[src/rtl/fifo.sv]
// Single-clock FIFO with registered read data and count-decoded full/empty flags.
// Writes are dropped when full and reads are dropped when empty, both judged on pre-edge state.
module fifo #(
  parameter int unsigned WIDTH = 8,
  parameter int unsigned DEPTH = 4,
  parameter int unsigned BITS  = 2
) (
  output logic [WIDTH-1:0] out,
  output logic             full,
  output logic             empty,
  input  logic [WIDTH-1:0] in,
  input  logic             write_en,
  input  logic             read_en,
  input  logic             clk,
  input  logic             rst
);

  localparam int unsigned CNT_W = BITS + 1;

  logic [WIDTH-1:0] mem [DEPTH];
  logic [BITS-1:0]  wr_ptr;
  logic [BITS-1:0]  rd_ptr;
  logic [CNT_W-1:0] count;
  logic             wr_ok;
  logic             rd_ok;

  assign full  = (count == CNT_W'(DEPTH));
  assign empty = (count == CNT_W'(0));

  // Acceptance uses the flags as they stand before the edge.
  assign wr_ok = (write_en == 1'b1) && !full;
  assign rd_ok = (read_en == 1'b1) && !empty;

  // Storage has no reset; only pointers, count and the output register are cleared.
  always_ff @(posedge clk) begin
    if (wr_ok) begin
      mem[wr_ptr] <= in;
    end
  end

  always_ff @(posedge clk or negedge rst) begin
    if (!rst) begin
      wr_ptr <= '0;
      rd_ptr <= '0;
      count  <= '0;
      out    <= '0;
    end else begin
      if (wr_ok) begin
        wr_ptr <= wr_ptr + BITS'(1);
      end
      if (rd_ok) begin
        rd_ptr <= rd_ptr + BITS'(1);
        out    <= mem[rd_ptr];
      end
      if (wr_ok && !rd_ok) begin
        count <= count + CNT_W'(1);
      end else if (rd_ok && !wr_ok) begin
        count <= count - CNT_W'(1);
      end
    end
  end

endmodule

[config.mk]
export PLATFORM = sky130hd
export DESIGN_NAME = fifo
export DESIGN_NICKNAME = d
export VERILOG_FILES = /design/src/rtl/fifo.sv
export SDC_FILE = /design/constraint.sdc
export NUM_CORES = 1
export LEC_CHECK = 0
export ABC_AREA = 1
export CORE_AREA = 3 3 69 84
export DETAILED_ROUTE_END_ITERATION = 12
export DIE_AREA = 0 0 72 87
export DONT_BUFFER_PORTS = 1
export HOLD_SLACK_MARGIN = 0.12
export PLACE_DENSITY = 0.59
export SYNTH_ARGS = -nofsm -noshare
export SYNTH_HDL_FRONTEND = slang
export SYNTH_SLANG_ARGS = --single-unit
[constraint.sdc]
create_clock -name clk -period 2.3 [get_ports clk]
set_input_delay 0.345 -clock clk [delete_from_list [all_inputs] [get_ports clk]]
set_output_delay 0.345 -clock clk [all_outputs]
set_load 0.02 [all_outputs]
==> metrics.csv <==
metric,value,unit
slew_violations,0,
drt_iter0_markers,50,
min_to,mem[1][7],
wl_per_cell,12.33,µm
synth_edf_count,32,
area_growth,10.92,%
clk_latency,0.30,ns
setup_ws,0.4451,ns
die_w,72,µm
cts_tree,done,
leakage,1.141,nW
period_share,0.8065,
grt_pass1_vias,1211,
worstReg2RegStart,count[0],
ys_warn_count,0,
status,"complete, no violations",
hold_start,in[7],
synth_mux_area_frac,0,
routed_wl,3.562,mm
pre_cts_ws,0.4349,ns
numCtsBuffers,5,
setup_viol,0,
max_clock_freq,0.5391,GHz
grt_pass1_wl,5.644,mm
p_switching,1.120,mW
diodes,0,
min_path_cells,0,
synth_compound_area_frac,0.01527,
num-nets-final,246,
intPower,1.747,mW
critPathCaptureType,flop,
p_comb_frac,0.321,
cts_resized,0,
gp_congestion,0.7697,
relSlewSlack,0.5343,
clkPwrFrac,0.178,
fin_crit,1.855,ns
rrSetupSlack,0.45,ns
synthTopCellsByArea,"edfxtp_1, dfrtp_1, nand2_1",
dpl.hpwl,2.436,mm
worstSetupPathType,reg -> reg,
cp_max_fo,7,
yosys.cell_types.count,20,
antenna_left,0,
antenna_found_initial,0,
root_buffer,clkbuf_8,
cts_max_level,2,
drc,0,
tightest_slew,0.6962,ns
hold_viol_final,0,
pwr-share-seq,0.501,
vias_per_cell,4.529,
fp.coreArea,5010,µm²
yosysMostFrequentCell,nand2_1,
synth_nets,231,
vias,1309,
worst_ep_arrival_time,2.05,ns
drive_gt1_frac,0.09170,
rr_endpoint,count[1],
track_usage,0.1252,
synth_top_family_by_area,simple AND/OR/NAND/NOR gates,
powerDensity,1213,nW/µm²
dpl-instance-area,2198,µm²
required,2.49,ns
hp-class,in -> reg,
yosysSeqAreaShare,0.6271,
ir_drop,420.2,µV
skew,0.008234,ns
ys.flop_type,edfxtp_1,
cts.clk_slew.worst_paths,0.08,ns
die_h,87,µm
final_area,2364,µm²
synth_top_area_share,0.4510,
start_util,0.4253,
first_pass_iters,4,
ys_ff_latch,47,
port_buffers,0,
async_flop_share,0.3191,
rsz0062_at_grt,no,
netlist_area,2131,µm²
synth_commonest_cells,"nand2_1, inv_1, edfxtp_1, nand3_1, dfrtp_1",
syn_area_per_cell,10.00,µm²
maxCapViolCount,0,
synth_fa_ha_area_frac,0.03876,
rr_worst_depth,9,
grt_remaining_overflow,0,
nFillCells,458,
start_kind,flop,
synthCells,213,
rows,28,
cts_buffer_depth,2,
switching_share,0.3907,
synth_top_area_cell,edfxtp_1,
pin_count,22,
clock-sinks,47,
die_area,6264,µm²
grt_max_degree,18,
fin_setup_tns,0,ns
synth_xor_area_frac,0.01644,
synthSimpleGateAreaFrac,0.1938,
-- sequential cells by signal, indices dropped and copies added (netlist names) --
| signal | cells |
|---|---|
| mem | 32 |
| out | 8 |
| count | 3 |
| rd_ptr | 2 |
| wr_ptr | 2 |
-- layer usage --
layer,track usage,vias to the layer above,routed length (µm)
met3,0.04734,6,181
met4,0.07521,0,68
met1,0.1483,605,1591
met5,0,-,0
met2,0.1923,26,1721
li1,-,672,-
-- worst max-delay path: stages, from the launching register on --
cell and delay (ns):
dfrtp_1 0.45, nor2_4 0.16, nand2_1 0.10, nand2_2 0.14
inv_1 0.08, ha_1 0.21, inv_1 0.08, fa_1 0.41
nand2_1 0.08, nand2_1 0.04
-- what timing repair did --
| item | CTS | global route |
|---|---|---|
| buffers inserted | 0 | 0 |
| hold buffers | 1 | 6 |
| endpoints found under the hold margin | 15 | 18 |
-- area by class of cell --
cell class                      instances  area [µm²]  area share
Tap cell                               60       75.07     0.03176
Timing Repair Buffer                   13       115.1     0.04870
Sequential cell                        47        1336      0.5654
Clock buffer                            7       86.33     0.03653
Multi-Input combinational cell        114       563.0      0.2382
Clock inverter                          1       8.758    0.003706
Inverter                               47       178.9     0.07570
-- worst max path at each step --
stage          startpoint        to  slack, ns  cells past startpoint
5_1_grt          count[0]  count[1]       0.29                      9
6_report         count[0]  count[1]       0.45                      9
2_1_floorplan    count[0]  count[2]       0.44                      9
4_1_cts          count[0]  count[2]       0.43                     10
3_5_place_dp     count[0]  count[2]       0.43                     10
3_3_place_gp     count[0]  count[2]       0.49                     10
-- cell usage in the layout, fill, tap and decap left out --
| master | synthesis | final |
|---|---|---|
| clkbuf_8 | 0 | 6 |
| xor2_1 | 3 | 3 |
| inv_2 | 2 | 2 |
| dfrtp_1 | 15 | 15 |
| inv_4 | 1 | 1 |
| ha_1 | 5 | 5 |
| nor2_4 | 1 | 1 |
| nand2_2 | 2 | 2 |
| buf_4 | 1 | 6 |
| a21boi_2 | 1 | 1 |
| edfxtp_1 | 32 | 32 |
| nand3_1 | 17 | 17 |
| o21ai_4 | 1 | 1 |
| fa_1 | 1 | 1 |
| nand2_1 | 76 | 76 |
| nor2_1 | 5 | 5 |
| clkinv_4 | 0 | 1 |
| dlygate4sd3_1 | 0 | 7 |
| xnor2_1 | 1 | 1 |
| clkinv_1 | 1 | 1 |
| clkbuf_1 | 0 | 1 |
| o21ai_0 | 1 | 1 |
| inv_1 | 43 | 43 |
-- per-stage QoR --
stage / power (mW) / utilization / cells / hold WS [ns]
2_1_floorplan: 2.184 / - / 213 / 0.04941
3_3_place_gp: 2.364 / 0.4388 / 274 / 0.04973
3_5_place_dp: 2.383 / 0.4388 / 274 / 0.04975
4_1_cts: 2.903 / 0.4598 / 283 / 0.1255
5_1_grt: 3.108 / 0.4718 / 289 / 0.1223
6_report: 2.867 / 0.4718 / 289 / 0.1427
-- logic make-up (layout without fill, tap and decap cells) --
logic type	Yosys count	after routing
AO/OA/AOI/OAI	3	3
flip-flops	47	47
buffers and inverters	52	68
AND/OR/NAND/NOR	101	101
adder cells (fa/ha/maj)	6	6
XOR/XNOR	4	4
-- power groups by stage --
| stage | Clock (mW) | Sequential (mW) | Combinational (mW) |
|---|---|---|---|
| 2_1_floorplan | 0 | 1.38 | 0.808 |
| 3_5_place_dp | 0 | 1.46 | 0.922 |
| 4_1_cts | 0.526 | 1.44 | 0.935 |
| 3_3_place_gp | 0 | 1.45 | 0.911 |
| 5_1_grt | 0.558 | 1.47 | 1.08 |
| 6_report | 0.510 | 1.44 | 0.921 |
No activity file was read; power rests on OpenSTA's default activity.
